## config.mk

```make
export PLATFORM = sky130hd
export DESIGN_NAME = alu_mul_sequencer
export DESIGN_NICKNAME = d
export VERILOG_FILES = /design/src/rtl/alu_mul_sequencer.sv
export SDC_FILE = /design/constraint.sdc
export NUM_CORES = 1
export LEC_CHECK = 0
export ABC_AREA = 0
export CORE_ASPECT_RATIO = 1.25
export CORE_MARGIN = 5
export CORE_UTILIZATION = 42
export DETAILED_ROUTE_END_ITERATION = 6
export PLACE_DENSITY_LB_ADDON = 0.1
export RECOVER_POWER = 25
export SYNTH_ARGS = -nofsm -noshare
export SYNTH_HDL_FRONTEND = slang
export SYNTH_SLANG_ARGS = --single-unit
```

## constraint.sdc

```tcl
create_clock -name Clk -period 1.5 [get_ports Clk]
set_input_delay 0.375 -clock Clk [delete_from_list [all_inputs] [get_ports Clk]]
set_output_delay 0.375 -clock Clk [all_outputs]
set_load 0.02 [all_outputs]
```

## src/rtl/alu_mul_sequencer.sv

```systemverilog
// Shift-and-add multiplier controller that borrows the shared 8-bit ALU,
// one ALU operation per cycle, and keeps the low byte of the product.
module alu_mul_sequencer #(
    parameter int WIDTH = 8
) (
    input  logic             Clk,
    input  logic             Reset,
    input  logic             Start,
    input  logic             Abort,
    input  logic [WIDTH-1:0] Multiplicand,
    input  logic [WIDTH-1:0] Multiplier,
    output logic             Busy,
    output logic             Done,
    output logic [WIDTH-1:0] Product,
    output logic             AluOwn,
    output logic [WIDTH-1:0] AluInputA,
    output logic [WIDTH-1:0] AluInputB,
    output logic [1:0]       AluOP,
    output logic [1:0]       AluFunction,
    output logic [2:0]       AluImmediate,
    output logic [7:0]       AluRD,
    input  logic [WIDTH-1:0] AluOut,
    input  logic             AluZero
);

    typedef enum logic [2:0] {
        S_IDLE = 3'd0,
        S_TEST = 3'd1,
        S_ADD  = 3'd2,
        S_SHL  = 3'd3,
        S_SHR  = 3'd4,
        S_DONE = 3'd5
    } state_t;

    state_t           state_q, state_d;
    logic [WIDTH-1:0] mc_q, mc_d;
    logic [WIDTH-1:0] mp_q, mp_d;
    logic [WIDTH-1:0] acc_q, acc_d;
    logic [WIDTH-1:0] prod_q, prod_d;
    logic             active;

    assign active = (state_q == S_TEST) || (state_q == S_ADD) ||
                    (state_q == S_SHL)  || (state_q == S_SHR);

    always_ff @(posedge Clk) begin
        if (Reset) begin
            state_q <= S_IDLE;
            mc_q    <= '0;
            mp_q    <= '0;
            acc_q   <= '0;
            prod_q  <= '0;
        end else begin
            state_q <= state_d;
            mc_q    <= mc_d;
            mp_q    <= mp_d;
            acc_q   <= acc_d;
            prod_q  <= prod_d;
        end
    end

    always_comb begin
        state_d = state_q;
        mc_d    = mc_q;
        mp_d    = mp_q;
        acc_d   = acc_q;
        prod_d  = prod_q;
        case (state_q)
            S_IDLE: begin
                if (Start) begin
                    mc_d    = Multiplicand;
                    mp_d    = Multiplier;
                    acc_d   = '0;
                    state_d = S_TEST;
                end
            end
            S_TEST: begin
                if (AluZero) begin
                    prod_d  = acc_q;
                    state_d = S_DONE;
                end else if (mp_q[0]) begin
                    state_d = S_ADD;
                end else begin
                    state_d = S_SHL;
                end
            end
            S_ADD: begin
                acc_d   = AluOut;
                state_d = S_SHL;
            end
            S_SHL: begin
                mc_d    = AluOut;
                state_d = S_SHR;
            end
            S_SHR: begin
                mp_d    = AluOut;
                state_d = S_TEST;
            end
            S_DONE:  state_d = S_IDLE;
            default: state_d = S_IDLE;
        endcase
        // Abort drops whatever this cycle's ALU op would have written back.
        if (Abort && active) begin
            state_d = S_IDLE;
            mc_d    = mc_q;
            mp_d    = mp_q;
            acc_d   = acc_q;
            prod_d  = prod_q;
        end
    end

    always_comb begin
        Busy         = 1'b0;
        Done         = 1'b0;
        AluOwn       = 1'b0;
        AluInputA    = '0;
        AluInputB    = '0;
        AluOP        = 2'b00;
        AluFunction  = 2'b00;
        AluImmediate = 3'b000;
        AluRD        = 8'h00;
        case (state_q)
            S_TEST: begin
                Busy      = 1'b1;
                AluOwn    = 1'b1;
                AluOP     = 2'b10;
                AluInputA = mp_q;
            end
            S_ADD: begin
                Busy      = 1'b1;
                AluOwn    = 1'b1;
                AluInputA = acc_q;
                AluInputB = mc_q;
            end
            S_SHL: begin
                Busy      = 1'b1;
                AluOwn    = 1'b1;
                AluOP     = 2'b11;
                AluInputA = mc_q;
                AluInputB = WIDTH'(1);
            end
            S_SHR: begin
                Busy        = 1'b1;
                AluOwn      = 1'b1;
                AluOP       = 2'b11;
                AluFunction = 2'b01;
                AluInputA   = mp_q;
                AluInputB   = WIDTH'(1);
            end
            S_DONE: begin
                Busy = 1'b1;
                Done = 1'b1;
            end
            default: ;
        endcase
    end

    assign Product = prod_q;

endmodule

```

==> reports/metrics.csv, run 1 <==
stage,metric,value,unit
status,status,finished with violations,
status,failing checks,setup timing,
power,P_leak,1.46,nW
drt,Routed WL,7050,um
power,PD cells,765,nW/um^2
clock_tree,TritonCTS clock tree,built,
worst_setup_path,startpoint types,flop,
yosys,area of the mapped netlist,2200,um^2
worst_setup_path,Critical Path End Type,output port,
drt,vias,2244,
drt,Residual DRC,0,
clock_tree,Worst-Skew Late Latency,0.30,ns
sta,unrepaired setup endpoints after global routing,yes,
layout,Synth-to-Final Area Change,69.2,%
sta,min Tclk post-route,1.84,ns
layout,most frequent cells in the layout,"buf_4, dfxtp_1, buf_6, clkdlybuf4s50_1, a21oi_1",
worst_hold_path,HP Class,flop to flop,
yosys,Yosys reg bits,35,
yosys,"Warnings, synthesis",0,
clock_tree,Num CTS Buffers,5,
power,Pwr Total,2.85,mW
sta,final worst slack,-0.341,ns
clock_tree,Max clock buf depth,2,
clock_tree,H-tree levels,2,
yosys,Syn Inst Count,246,
placed_design,Setup Slack @ Placement,-0.604,ns
drt,DRT iter0 DRCs,129,
global_routing,"Remaining Overflow, GRT",0,
floorplanning,Chip Height,90.9,um
layout,ant diodes,0,
layout,layout cell share with drive strength beyond 1,45.7,%
yosys,Synth Flop Type,dfxtp_1,
global_routing,largest net degree at the start of global routing,19,
power,Peak supply drop,543,uV
yosys,post-synth cell types,45,
run,Max-Cap Viols,0,
placed_design,Buffers on Ports,58,
worst_setup_path,Required @ worst endpoint,1.12,ns
sta,worst clock skew,0.00582,ns
clock_tree,clock root cell,clkbuf_8,
sta,fin crit share,123,%
placed_design,detailed placement HPWL,5010,um
layout,# fillers,381,
layout,area taken by multi-input logic gates,1590,um^2
drt,Avg WL per Cell,17.2,um
layout,nets,376,
sta,fin. max-slew vios,0,
drt,ANT nets after route,0,
worst_setup_path,maximum fanout along the worst path,8,
sta,final hold vios,0,
floorplanning,I/O pin count,71,
yosys,sequential area share after synthesis,31.8,%
floorplanning,Die W,74.7,um
global_routing,vias in the first global route,2221,
yosys,async set-reset flop share out of synthesis,0,%
sta,final setup fails,28,
layout,register area,712,um^2
global_routing,first-pass GRT wire length,11200,um
placed_design,routability cong.,0.788,
worst_setup_path,data arrival time of the worst path,1.47,ns
drt,DR vias/cell,5.47,
global_routing,total track usage,21.3,%
clock_tree,register clock-pin slew on the reported worst setup and hold paths,0.07,ns
floorplanning,core area,5080,um^2
floorplanning,# rows,29,
drt,First-pass DRT Iterations,4,
floorplanning,die area,6800,um^2
sta,hold_ws,0.470,ns
floorplanning,starting density of the core,43.3,%
sta,fmax,0.543,GHz
clock_tree,Clock Sinks,35,
layout,"commonest non-fill, non-tap cell in the layout",buf_4,
yosys,Post-synth EDFFs,0,
yosys,mean cell area of the mapped netlist,8.95,um^2
global_routing,initial antenna violation count,0,
worst_setup_path,CP Class,flop to output port,
[through the flow]
stage,util [%],cells,setup TNS (ns),area [um^2]
floorplan,-,257,-1.40,2410
global placement,64.1,391,-19.91,3260
detailed placement,64.1,391,-21.09,3260
CTS,70.4,406,-6.24,3580
global route,73.3,410,-8.60,3720
finish,73.3,410,-6.78,3720
[layout make-up]
type	count	area share, %
clock buffers	6	1.95
clock inverters	2	0.336
inverters	2	0.269
multi-input cells	181	42.8
flip-flops and latches	35	19.1
well taps	62	2.08
repair buffers	122	33.4
[path summary, 6_finish.rpt]
path	from	endpoint	slack (ns)	cells after the start
setup / recovery	state_q[0]	AluInputB[2]	-0.34	5
hold / removal	Product[7]	Product[7]	0.47	2
hold reg to reg	Product[7]	Product[7]	0.47	2
setup reg to reg	state_q[0]	mp_q[0]	-0.12	8
[timing repair]
action                     4_1_cts  5_1_grt
gates resized for setup        166       31
hold endpoints to repair         0        0
pin swaps                       10       12
setup endpoints to repair       54       56
setup buffers                    4        4
cloned                           3        1
hold buffers                     0        0
[per-layer routing]
layer | track usage [%] | vias to the layer above | wire, um
met4 | 5.79 | 0 | 104
met2 | 36.0 | 69 | 3660
li1 | - | 1105 | -
met1 | 26.7 | 1060 | 2910
met5 | 0 | - | 0
met3 | 5.08 | 10 | 381
[synth_stat cells, types with 3 or more instances]
| cell type | count | area [um^2] |
|---|---|---|
| nand2_1 | 12 | 45.0 |
| nor3_1 | 10 | 50.1 |
| a211oi_2 | 8 | 100 |
| o21ai_0 | 10 | 50.1 |
| o2bb2ai_1 | 8 | 70.1 |
| mux2i_1 | 17 | 170 |
| a21oi_1 | 17 | 85.1 |
| buf_2 | 9 | 45.0 |
| buf_6 | 8 | 90.1 |
| o31ai_1 | 9 | 67.6 |
| o2111ai_1 | 8 | 70.1 |
| nor2_1 | 5 | 18.8 |
| and2_1 | 7 | 43.8 |
| buf_1 | 3 | 11.3 |
| nand3_1 | 8 | 40.0 |
| nand3b_1 | 8 | 60.1 |
| a31oi_1 | 8 | 50.1 |
| clkbuf_1 | 6 | 22.5 |
| a311oi_1 | 8 | 70.1 |
| dfxtp_1 | 35 | 701 |
| buf_4 | 12 | 90.1 |
[worst max-delay path, cell delays in order (launching register included)]
cell and delay (ns):
dfxtp_4 0.40, buf_12 0.16, nor3b_4 0.20, buf_6 0.16
and2_4 0.14, buf_6 0.10
[power by group]
| group | switching [mW] | total [mW] | internal, mW | leakage (nW) |
|---|---|---|---|---|
| Clock | 0.372 | 0.697 | 0.325 | 0.0412 |
| Sequential | 0.0673 | 1.06 | 0.988 | 0.288 |
| Combinational | 0.528 | 1.10 | 0.568 | 1.13 |
| Total | 0.967 | 2.85 | 1.88 | 1.46 |
[logic make-up after synthesis]
| kind of cell | count (synthesis) | share of synthesized area, % |
|---|---|---|
| AOI/OAI and AO/OA | 79 | 27.0 |
| and+or+nand+nor | 72 | 20.5 |
| buffers and inverters | 41 | 12.3 |
| DFF | 35 | 31.8 |
| muxes | 17 | 7.73 |
| xor gates and xnor gates | 1 | 0.398 |
| other | 1 | 0.170 |
[flip-flops by register name, summed over array words and instances (netlist names)]
register	cells
state_q	3
Product	8
mp_q	8
acc_q	8
mc_q	8
No activity file was read; power rests on OpenSTA's default activity.
==> inputs of run 2 (changes only) <==
Settings changed: TNS_END_PERCENT set to 50.
==> reports/metrics.csv, run 2 (synthesized netlist as in run 1, its figures left out) <==
stage,metric,value,unit,change
drt,Avg WL per Cell,17.2,um,about the same
sta,fin. max-slew vios,0,,unchanged
global_routing,vias in the first global route,2238,,was 2221
clock_tree,TritonCTS clock tree,built,,unchanged
worst_setup_path,Critical Path End Type,output port,,unchanged
clock_tree,Worst-Skew Late Latency,0.28,ns,was 0.30 ns
clock_tree,register clock-pin slew on the reported worst setup and hold paths,0.07,ns,about the same
global_routing,largest net degree at the start of global routing,23,,was 19
floorplanning,core area,5080,um^2,unchanged
power,Peak supply drop,373,uV,was 543 uV
power,Pwr Total,2.70,mW,was 2.85 mW
worst_hold_path,HP Class,flop to flop,,unchanged
sta,min Tclk post-route,1.83,ns,was 1.84 ns
power,PD cells,773,nW/um^2,was 765 nW/um^2
sta,fmax,0.548,GHz,was 0.543 GHz
placed_design,routability cong.,0.876,,was 0.788
worst_setup_path,Required @ worst endpoint,1.12,ns,about the same
worst_setup_path,Crit path depth,5,,unchanged
sta,final worst slack,-0.326,ns,was -0.341 ns
drt,DR top layer,met4,,unchanged
sta,worst clock skew,0.00593,ns,was 0.00582 ns
layout,ant diodes,0,,unchanged
drt,Met1 Wirelength,2850,um,was 2910 um
status,failing checks,setup timing,,unchanged
floorplanning,Chip Height,90.9,um,unchanged
layout,Synth-to-Final Area Change,58.4,%,was 69.2%
drt,First-pass DRT Iterations,4,,unchanged
status,status,finished with violations,,unchanged
placed_design,DP Cell Count,393,,was 391
drt,DR vias/cell,5.48,,was 5.47
clock_tree,Num CTS Buffers,5,,unchanged
clock_tree,H-tree levels,2,,unchanged
worst_setup_path,Reg2Reg Launch Point,state_q[2],,was state_q[0]
worst_hold_path,hold endpoint,Product[3],,was Product[7]
clock_tree,Clock Sinks,35,,unchanged
worst_setup_path,CP dominant cell by count,buf_6,,unchanged
worst_setup_path,cells on worst reg2reg path,6,,was 8
global_routing,total track usage,19.9,%,was 21.3%
worst_hold_path,Hold Crit Depth,2,,unchanged
drt,ANT nets after route,0,,unchanged
drt,met2 wire length,3680,um,was 3660 um
drt,Residual DRC,0,,unchanged
worst_setup_path,Crit path largest cell delay,0.37,ns,was 0.40 ns
drt,vias,2213,,was 2244
run,Max-Cap Viols,0,,unchanged
layout,layout cell share with drive strength beyond 1,43.3,%,was 45.7%
layout,# fillers,417,,was 381
floorplanning,# rows,29,,unchanged
clock_tree,Max clock buf depth,2,,unchanged
global_routing,first-pass GRT wire length,10700,um,was 11200 um
layout,nets,370,,was 376
worst_setup_path,cell family with most CP delay,buffers and inverters,,unchanged
power,P_leak,1.38,nW,was 1.46 nW
drt,Routed WL,6950,um,was 7050 um
layout,most frequent cells in the layout,"buf_4, dfxtp_1, clkdlybuf4s50_1, buf_6, a21oi_1",,"was buf_4, dfxtp_1, buf_6, clkdlybuf4s50_1, a21oi_1"
floorplanning,I/O pin count,71,,unchanged
worst_setup_path,maximum fanout along the worst path,8,,unchanged
layout,Final Core Density,68.6,%,was 73.3%
sta,unrepaired setup endpoints after global routing,yes,,unchanged
sta,final hold vios,0,,unchanged
worst_setup_path,CP Cell Sequence,buf_8 > nor3b_4 > buf_6 > and2_4 > buf_6,,was buf_12 > nor3b_4 > buf_6 > and2_4 > buf_6
placed_design,Buffers on Ports,58,,unchanged
layout,fin cells,404,,was 410
worst_setup_path,startpoint types,flop,,unchanged
sta,Setup TNS,-6.08,ns,was -6.78 ns
drt,DRT iter0 DRCs,78,,was 129
sta,fin crit share,122,%,was 123%
worst_setup_path,R2R setup slack,-0.02,ns,was -0.12 ns
worst_setup_path,CP Class,flop to output port,,unchanged
drt,met3 WL post-DR,386,um,was 381 um
global_routing,"Remaining Overflow, GRT",0,,unchanged
global_routing,initial antenna violation count,0,,unchanged
floorplanning,starting density of the core,43.3,%,unchanged
clock_tree,clock root cell,clkbuf_8,,unchanged
placed_design,detailed placement HPWL,5130,um,was 5010 um
worst_setup_path,slowest stage cell on the critical path,dfxtp_4,,unchanged
layout,"commonest non-fill, non-tap cell in the layout",buf_4,,unchanged
worst_setup_path,Crit Reg-Reg Endpoint,mp_q[2],,was mp_q[0]
sta,final setup fails,24,,was 28
worst_hold_path,Hold Path Origin,Product[3],,was Product[7]
floorplanning,Die W,74.7,um,unchanged
worst_setup_path,buffer and inverter count on the worst path,3,,unchanged
worst_setup_path,data arrival time of the worst path,1.45,ns,was 1.47 ns
floorplanning,die area,6800,um^2,unchanged
==> run 2: cell types whose count changed in the layout (fill, tap and decap cells not counted), moves of 3 or more <==
cell     change
buf_6        -7
mux2i_1      +4
buf_12       -4
nor3_1       -3
buf_4        +5
nor3_2       +5
buf_2        +3
==> run 2: worst reg2reg max path: stages (launching register included) <==
cell and delay, ns:
dfxtp_2 0.34, buf_4 0.16, buf_4 0.16, or2_4 0.27, buf_4 0.17, a31oi_1 0.23, a311oi_2 0.07
==> run 2: cell type report <==
| type | instances | area, um^2 | share of cell area, % |
|---|---|---|---|
| clock buffer | 7 | 76.3 | 2.19 |
| clock inverter | 1 | 5.00 | 0.144 |
| inverter | 2 | 7.51 | 0.215 |
| multi-input combinational | 181 | 1540 | 44.1 |
| sequential | 35 | 707 | 20.3 |
| tap | 62 | 77.6 | 2.22 |
| timing repair buffer | 116 | 1080 | 30.9 |
==> run 2: where the power goes <==
group          total, mW  leakage [nW]  switching (mW)  internal, mW
logic              0.992          1.05           0.503         0.489
registers           1.04         0.288          0.0533         0.991
clock network      0.660        0.0422           0.333         0.326
total               2.70          1.38           0.890          1.81
==> run 2: repair_timing <==
action,in CTS,in global routing
resized for setup,153,34
pin swaps,2,13
cloned,1,0
setup endpoints to repair,54,52
setup buffers,1,1
hold buffers,0,0
==> run 2: metrics by stage <==
stage	setup slack, ns	hold slack [ns]	instance area [um^2]
after global routing	-0.372	0.499	3490
after floorplan	-0.170	0.457	2370
after CTS	-0.327	0.474	3360
after global placement	-0.558	0.460	3200
final	-0.326	0.471	3490
after detailed placement	-0.564	0.466	3200
==> run 2: routing by layer <==
layer | global-route usage [%] | vias to the layer above
met4 | 5.34 | 0
met3 | 4.75 | 7
li1 | - | 1091
met2 | 34.2 | 71
met1 | 24.3 | 1044
met5 | 0 | -
==> run 2: worst max-delay path by stage <==
stage / endpoint / slack, ns / from
2_1_floorplan: AluOP[0] / -0.17 / state_q[1]
6_report: AluInputB[1] / -0.33 / state_q[0]
3_3_place_gp: AluInputB[1] / -0.56 / state_q[0]
5_1_grt: AluInputA[1] / -0.37 / state_q[2]
4_1_cts: AluInputB[4] / -0.33 / state_q[2]
3_5_place_dp: AluInputB[1] / -0.56 / state_q[0]
